`config.mk`:
```
export PLATFORM = sky130hd
export DESIGN_NAME = baud_gen_flat
export DESIGN_NICKNAME = d
export VERILOG_FILES = /design/src/rtl/baud_gen_if.sv /design/src/rtl/baud_gen.sv /design/src/flat_wrapper.sv
export SDC_FILE = /design/constraint.sdc
export NUM_CORES = 1
export LEC_CHECK = 0
export BUFFER_PORTS_ARGS = -buffer_cell sky130_fd_sc_hd__buf_2
export CORE_UTILIZATION = 60
export CTS_CLUSTER_DIAMETER = 60
export DETAILED_ROUTE_END_ITERATION = 10
export PLACE_DENSITY = 0.78
export SLEW_MARGIN = 20
export SYNTH_ARGS = -nofsm -noshare
export SYNTH_HDL_FRONTEND = slang
export SYNTH_SLANG_ARGS = --single-unit
export TNS_END_PERCENT = 100
```
`constraint.sdc`:
```
create_clock -name clock -period 3.5 [get_ports clock]
set_clock_uncertainty 0.05 [all_clocks]
set_input_delay 0.175 -clock clock [delete_from_list [all_inputs] [get_ports clock]]
set_output_delay 0.175 -clock clock [all_outputs]
set_load 0.05 [all_outputs]
```
`src/rtl/baud_gen_if.sv`:
```
// Rate-select / baud-clock bundle between the UART Tx control logic (master)
// and the baud generator (slave).
interface baud_gen_if;
   logic [1:0] baud_rate;
   logic       baud_clk;

   modport master (output baud_rate, input baud_clk);
   modport slave  (input baud_rate, output baud_clk);
endinterface

```
`src/rtl/baud_gen.sv`:
```
// Programmable baud clock generator: divides the system clock into a 50% duty
// square wave at 2400/4800/9600/19200 baud.
module baud_gen #(
   parameter int CLK_FREQ   = 50_000_000,
   parameter int HALF_2400  = 10417,
   parameter int HALF_4800  = 5208,
   parameter int HALF_9600  = 2604,
   parameter int HALF_19200 = 1302
) (
   input  logic       clock,
   input  logic       reset_n,
   baud_gen_if.slave  bus
);

   logic [13:0] cnt_q, cnt_d;
   logic        baud_clk_q, baud_clk_d;
   logic [13:0] half_m1;

   always_comb begin
      half_m1 = 14'(HALF_2400 - 1);
      case (bus.baud_rate)
         2'b00: half_m1 = 14'(HALF_2400 - 1);
         2'b01: half_m1 = 14'(HALF_4800 - 1);
         2'b10: half_m1 = 14'(HALF_9600 - 1);
         2'b11: half_m1 = 14'(HALF_19200 - 1);
         default: half_m1 = 14'(HALF_2400 - 1);
      endcase
   end

   // >= rather than == so a switch to a faster rate with a large count
   // toggles on the very next edge instead of running up to wrap-around.
   always_comb begin
      cnt_d      = cnt_q + 14'd1;
      baud_clk_d = baud_clk_q;
      if (cnt_q >= half_m1) begin
         cnt_d      = 14'd0;
         baud_clk_d = ~baud_clk_q;
      end
   end

   always_ff @(posedge clock or negedge reset_n) begin
      if (!reset_n) begin
         cnt_q      <= 14'd0;
         baud_clk_q <= 1'b0;
      end else begin
         cnt_q      <= cnt_d;
         baud_clk_q <= baud_clk_d;
      end
   end

   assign bus.baud_clk = baud_clk_q;

endmodule

```
`src/flat_wrapper.sv`:
```
// flat-port wrapper written by rule: the top's interface ports become plain ports
module baud_gen_flat 
#(
   parameter int CLK_FREQ   = 50_000_000,
   parameter int HALF_2400  = 10417,
   parameter int HALF_4800  = 5208,
   parameter int HALF_9600  = 2604,
   parameter int HALF_19200 = 1302
)
  (clock, reset_n, bus_baud_rate, bus_baud_clk);
  baud_gen_if bus_i ();
  input  logic clock;
  input  logic reset_n;
  input wire logic [$bits(bus_i.baud_rate)-1:0] bus_baud_rate;
  output wire logic [$bits(bus_i.baud_clk)-1:0] bus_baud_clk;
  assign bus_i.baud_rate = bus_baud_rate;
  assign bus_baud_clk = bus_i.baud_clk;
  baud_gen #(.CLK_FREQ(CLK_FREQ), .HALF_2400(HALF_2400), .HALF_4800(HALF_4800), .HALF_9600(HALF_9600), .HALF_19200(HALF_19200)) u_core (.clock(clock), .reset_n(reset_n), .bus(bus_i));
endmodule
```
==> results.py, run 1 <==
metrics = {
    "outcome": {
        "status": "completed",
    },
    "setup_path": {
        "cp_max_fo": 15,
        "required_ns": 3.60,
        "path_class": "in -> reg",
        "arrival_ns": 2.31,
        "slowest_delay_ns": 0.54,
        "end_kind": "register",
        "reg2reg_depth": 6,
        "slowest_stage": "a221o_1",
        "worst_setup_path_start_kind": "input port",
        "path_cells": "buf_2 > inv_1 > ha_1 > inv_1 > o21ai_0 > ha_1 > nand4_1 > nor2_1 > and3_1 > a221o_1 > xor2_1",
    },
    "drt": {
        "top_layer_used": "met4",
        "ant_nets": 0,
        "wl_mm": 1.97,
        "drt-initial-drc-count": 17,
        "wl_met1_um": 965,
        "drc": 0,
        "post_drt_wl_per_cell_um": 13.4,
        "dr_wl_met2_um": 870,
        "vias_per_cell": 5.50,
        "met3_length_um": 103,
        "drtPass1Iterations": 4,
        "routed-via-count": 809,
    },
    "global_routing": {
        "grt_max_degree": 16,
        "antenna_found_initial": 0,
        "grt_pass1_wl_mm": 3.31,
        "grt_use_total_pct": 23.5,
        "grt_pass1_vias": 750,
        "overflow": 0,
    },
    "placement": {
        "placed_area_um2": 1130,
        "port_buffers": 4,
        "dpl_worst_slack_ns": 0.973,
        "hpwl_mm": 1.50,
        "place_congestion": 0.900,
    },
    "sta": {
        "hold_viol": 0,
        "fin_setup_tns_ns": 0,
        "fin_crit_ns": 2.21,
        "setup_ws_ns": 1.29,
        "slew_headroom_pct": 62.9,
        "rsz0062_at_grt": "no",
        "setup_viol": 0,
        "fin_crit_sh_pct": 63.1,
        "worstMarginPinSlew_ns": 0.556,
        "hold-worst-slack_ns": 0.278,
        "fmax_mhz": 452,
        "finalMaxSlewViolations": 0,
    },
    "cts": {
        "clock-root-buffer": "clkbuf_4",
        "cts_buffers": 3,
        "cts.reportedPaths.clkPinSlew_ns": 0.10,
        "cts_htree_levels": 1,
        "cts_tree": "done",
        "worstSkewPairLatency_ns": 0.30,
        "post_cts_buffers": 0,
        "cts-resized-gates": 0,
        "cts.sink_count": 15,
        "cts_max_path_buffers": 2,
    },
    "floorplan": {
        "start_util_pct": 63.7,
        "core_um2": 1710,
        "boundaryPins": 5,
        "placementRows": 15,
        "die_area_um2": 1990,
        "die_height_um": 44.6,
        "die_width_um": 44.6,
    },
    "power_and_ir_drop": {
        "switching_share_pct": 42.4,
        "pwr-share-seq_pct": 45.6,
        "p_comb_share_pct": 38.0,
        "power.density_nw_per_um2": 537,
        "switching_power_w": 0.000267,
        "ir_drop_mv": 0.509,
        "power_frac_clock_pct": 16.4,
        "p_leak_nw": 0.586,
        "p_int_w": 0.000363,
    },
    "cells_and_area": {
        "final_area_um2": 1170,
        "fill_cells": 142,
        "antenna_cells": 0,
        "nets": 148,
        "area_delta_synth_final_pct": 7.71,
        "drive_gt1_share_pct": 9.84,
    },
    "synth": {
        "muxShareOfSynthArea_pct": 0,
        "synth_cells": 114,
        "synth_compound_area_share_pct": 6.67,
        "synth_area_um2": 1090,
        "synth_xor_area_share_pct": 10.5,
        "synth_nets": 139,
        "synth-simple-area-share_pct": 19.9,
        "avgSynthCellArea_um2": 9.54,
        "synth_fa_ha_area_share_pct": 24.2,
        "yosysSeqAreaShare_pct": 34.5,
        "synth_top_family_by_area": "adder cells",
        "ys_seq_elements": 15,
        "synth_cell_types": 21,
        "ys_warn_count": 0,
    },
    "flow_run": {
        "max-cap-violations": 0,
    },
    "min_path": {
        "hp-class": "in -> async",
    },
}
logic make-up (layout without fill, tap and decap cells):
logic type	count (synthesis)	in the layout
AOI/OAI and AO/OA	12	12
and+or+nand+nor	41	41
adders and majority gates	21	21
DFF	15	15
buffers and inverters	12	20
xor gates and xnor gates	13	13
power groups by stage:
stage                     combinational (W)  clock [W]  sequential, W
final                              0.000239   0.000103       0.000287
after global routing               0.000277   0.000113       0.000293
after CTS                          0.000241   0.000105       0.000286
after detailed placement           0.000238          0       0.000289
after global placement             0.000229          0       0.000287
after floorplan                    0.000169          0       0.000296
layout by cell type (no fill, tap or decap), types with 3 or more instances in the layout:
| cell type | netlist | final |
|---|---|---|
| a21oi_1 | 7 | 7 |
| buf_2 | 1 | 4 |
| xor2_1 | 8 | 8 |
| clkbuf_4 | 0 | 3 |
| nand4_1 | 6 | 6 |
| nor2_1 | 18 | 18 |
| ha_1 | 21 | 21 |
| inv_1 | 11 | 11 |
| nand2_1 | 8 | 8 |
| dfrtp_1 | 15 | 15 |
| xnor2_1 | 5 | 5 |
Yosys cell counts (all sizes together):
library cell	number	area (um2)
ha	21	263
nor2	19	73.8
dfrtp	15	375
inv	11	41.3
nand2	8	30.0
xor2	8	70.1
a21oi	7	35.0
nand4	6	37.5
xnor2	5	43.8
nand3	3	27.5
o21ai	2	10.0
o221ai	2	17.5
a221o	1	10.0
and2	1	6.26
and3	1	6.26
and4	1	10.0
buf	1	5.00
nor3	1	16.3
or3b	1	8.76
worst max-delay path, delay by kind of cell:
family / cells / cell delay (ns)
AO/OA/AOI/OAI: 2 / 0.70
XOR/XNOR: 1 / 0.23
adder cells (fa/ha/maj): 2 / 0.51
buffers and inverters: 3 / 0.31
AND/OR/NAND/NOR: 3 / 0.38
layout make-up:
cell class	count	area, um2	area share [%]
timing repair buffer	5	30.0	2.56
clock inverter	1	5.00	0.427
tap	25	31.3	2.67
multi-input combinational	87	666	56.8
inverter	11	41.3	3.53
clock buffer	3	22.5	1.92
sequential	15	375	32.1
timing repair:
item / in CTS / in global routing
hold endpoints to repair: 15 / 0
setup endpoints to repair: 0 / 0
hold buffers: 1 / 0
routing by layer:
layer / vias to the layer above / GRT usage [%]
met2: 23 / 36.5
met3: 2 / 5.31
met1: 380 / 32.0
met5: - / 0
met4: 0 / 9.09
li1: 404 / -
stage by stage:
stage / cells / total power (W) / util [%]
floorplan: 114 / 0.000465 / -
global placement: 142 / 0.000516 / 66.4
detailed placement: 142 / 0.000526 / 66.4
CTS: 147 / 0.000632 / 68.6
global route: 147 / 0.000683 / 68.6
finish: 147 / 0.000629 / 68.6
state kept, by name, indices dropped and copies added, names as in the netlist:
signal,cells
u_core.bus.baud_clk,1
u_core.cnt_q,14
final timing paths:
check	from	endpoint	slack [ns]
max	bus_baud_rate[0]	u_core.bus.baud_clk	1.29
min	reset_n	u_core.cnt_q[12]	0.28
max reg2reg	u_core.cnt_q[10]	u_core.bus.baud_clk	1.40
min reg2reg	u_core.bus.baud_clk	u_core.bus.baud_clk	0.43
max in group asynchronous	reset_n	u_core.cnt_q[2]	2.86
min in group clock	u_core.bus.baud_clk	u_core.bus.baud_clk	0.43
Note: power is estimated with default switching activity, not from simulation.
==> inputs of run 2 (changes only) <==
--- a/config.mk
+++ b/config.mk
@@ -5,6 +5,7 @@
 export SDC_FILE = /design/constraint.sdc
 export NUM_CORES = 1
 export LEC_CHECK = 0
+export ABC_AREA = 1
 export BUFFER_PORTS_ARGS = -buffer_cell sky130_fd_sc_hd__buf_2
 export CORE_UTILIZATION = 60
 export CTS_CLUSTER_DIAMETER = 60
==> constraint.sdc (replaced) <==
create_clock -name clock -period 2.3 [get_ports clock]
set_clock_uncertainty 0.05 [all_clocks]
set_input_delay 0.115 -clock clock [delete_from_list [all_inputs] [get_ports clock]]
set_output_delay 0.115 -clock clock [all_outputs]
set_load 0.05 [all_outputs]
==> run 2 against run 1 <==
Effect of this change: synthesized area rose by 9.9%; first-iteration DRC count fell by 35%; non-clock buffer count did not move; hold slack got worse by 0.078 ns; final area rose by 8.5%; largest power group is now combinational cells.
==> results.py, run 2 <==
metrics = {
    "setup_path": {
        "path_cells": "ha_1 > nand2_1 > inv_1 > nand2_1 > nand2_1 > nor2_2 > nand3_2 > nand2_1 > nand2_1",
        "cp_max_fo": 15,
        "path_class": "reg -> reg",
        "cp.depth": 9,
        "reg2reg_from": "u_core.cnt_q[13]",
        "reg2reg_depth": 9,
        "end_kind": "register",
        "slowest_delay_ns": 0.43,
        "critPathBufInv": 1,
        "arrival_ns": 1.96,
        "cpMostUsedCell": "nand2_1",
        "r2r-end": "u_core.bus.baud_clk",
        "endpoint": "u_core.bus.baud_clk",
        "required_ns": 2.43,
        "slowest_stage": "dfrtp_1",
        "startpoint": "u_core.cnt_q[13]",
        "rrSetupSlack_ns": 0.47,
        "cp_top_family": "simple AND/OR/NAND/NOR gates",
        "worst_setup_path_start_kind": "register",
    },
    "floorplan": {
        "placementRows": 15,
        "die_area_um2": 2170,
        "boundaryPins": 5,
        "die_height_um": 46.6,
        "core_um2": 1800,
        "die_width_um": 46.6,
        "start_util_pct": 66.3,
    },
    "cts": {
        "cts.reportedPaths.clkPinSlew_ns": 0.08,
        "cts-resized-gates": 0,
        "clock-root-buffer": "clkbuf_4",
        "worstSkewPairLatency_ns": 0.28,
        "cts_max_path_buffers": 2,
        "cts.sink_count": 15,
        "cts_buffers": 3,
        "cts_htree_levels": 1,
        "cts_tree": "done",
        "cts_hold_buf": 1,
        "post_cts_buffers": 0,
    },
    "synth": {
        "synthFlopType": "dfrtp_1",
        "yosysMostFrequentCell": "nand2_1",
        "synth_cells": 148,
        "ys_async_sr_fraction_pct": 100,
        "synth_cell_types": 20,
        "ys_warn_count": 0,
        "ys_seq_elements": 15,
        "yosys.area.top_type": "dfrtp_1",
        "yosysTopAreaCellShare_pct": 31.4,
        "synth_nets": 173,
        "synthTopCellsByCount": "nand2_1 (33), ha_1 (21), inv_1 (21)",
        "yosysSeqAreaShare_pct": 31.4,
        "avgSynthCellArea_um2": 8.07,
        "synth_area_um2": 1190,
        "synth_edf_count": 0,
        "synth_area_leaders": "dfrtp_1 (31%), ha_1 (22%), nand2_1 (10%)",
    },
    "cells_and_area": {
        "top_register": "u_core.cnt_q",
        "layout_common_cells": "nand2_1 (33), inv_1 (21), ha_1 (21)",
        "multi_input_area_um2": 729,
        "fill_cells": 154,
        "largest_reg_flops": 14,
        "regArea_um2": 375,
        "layout_commonest_cell": "nand2_1",
        "area_delta_synth_final_pct": 6.39,
        "antenna_cells": 0,
        "drive_gt1_share_pct": 10.9,
        "nets": 182,
    },
    "drt": {
        "ant_nets": 0,
        "routed-via-count": 929,
        "drt-initial-drc-count": 11,
        "drtPass1Iterations": 4,
        "wl_mm": 2.29,
        "vias_per_cell": 5.13,
        "drc": 0,
        "post_drt_wl_per_cell_um": 12.6,
    },
    "global_routing": {
        "antenna_found_initial": 0,
        "grt_pass1_wl_mm": 3.85,
        "grt_use_total_pct": 26.2,
        "overflow": 0,
        "grt_pass1_vias": 914,
        "grt_max_degree": 16,
    },
    "sta": {
        "fin_crit_ns": 1.83,
        "rsz0062_at_grt": "no",
        "worstMarginPinSlew_ns": 0.352,
        "slew_headroom_pct": 76.5,
        "finalMaxSlewViolations": 0,
        "setup_viol": 0,
        "fmax_mhz": 546,
        "fin_crit_sh_pct": 79.6,
        "fin_setup_tns_ns": 0,
        "hold_viol": 0,
    },
    "placement": {
        "hpwl_mm": 1.89,
        "port_buffers": 4,
        "place_congestion": 0.914,
    },
    "power_and_ir_drop": {
        "power.density_nw_per_um2": 806,
        "total_power_w": 0.00102,
        "ir_drop_mv": 0.808,
        "p_leak_nw": 0.693,
    },
    "outcome": {
        "status": "completed",
    },
    "min_path": {
        "hp-class": "in -> async",
    },
    "flow_run": {
        "max-cap-violations": 0,
    },
}
==> run 2: cell types whose count changed in the layout (fill, tap and decap cells not counted), moves of 2 or more <==
cell / previous run / this run
nand3_2: 0 / 2
nand3_1: 2 / 5
nor2_2: 1 / 4
xnor2_1: 5 / 2
nor2_1: 18 / 20
a21oi_1: 7 / 5
nand2_1: 8 / 33
inv_1: 11 / 21
o221ai_1: 2 / 0
==> run 2: kinds of logic after synthesis <==
| kind of cell | share of synthesized area [%] |
|---|---|
| AO/OA/AOI/OAI | 2.51 |
| flip-flops | 31.4 |
| buffers and inverters | 7.54 |
| XOR/XNOR | 6.60 |
| AND/OR/NAND/NOR | 29.9 |
| adder cells (fa/ha/maj) | 22.0 |
==> run 2: layer usage <==
metal | vias to the layer above | track usage [%] | wire (um)
met5 | - | 0 | 0
met1 | 431 | 32.2 | 1050
li1 | 487 | - | -
met4 | 0 | 12.6 | 43
met3 | 5 | 1.18 | 20
met2 | 6 | 46.4 | 1170
==> run 2: final cells by class <==
class                   instances  share of cell area, %
multi-input cells             111                   57.4
flip-flops and latches         15                   29.5
inverters                      21                   6.20
well taps                      25                   2.46
repair buffers                  5                   2.36
clock buffers                   4                   2.07
==> run 2: worst min-delay path by stage <==
stage	slack, ns	start	depth (start not counted)	to
after floorplan	-0.23	reset_n	0	u_core.bus.baud_clk
after global placement	-0.02	reset_n	1	u_core.cnt_q[3]
after detailed placement	-0.01	reset_n	1	u_core.cnt_q[3]
after CTS	0.21	reset_n	2	u_core.cnt_q[3]
after global routing	0.23	reset_n	2	u_core.cnt_q[5]
final	0.20	reset_n	2	u_core.cnt_q[5]
==> run 2: through the flow <==
step	hold WS (ns)	worst slack [ns]	instance area [um2]	cells	util [%]
CTS	0.210	0.475	1270	181	70.6
global placement	-0.0208	0.275	1230	176	68.5
detailed placement	-0.0132	0.192	1230	176	68.5
finish	0.201	0.470	1270	181	70.6
global route	0.228	0.274	1270	181	70.6
floorplan	-0.231	0.647	1190	148	-
==> run 2: where the power goes <==
group,internal [W],switching [W]
logic,0.000175,0.000271
registers,0.000338,0.0000913
clock network,0.0000674,0.0000819
total,0.000580,0.000444
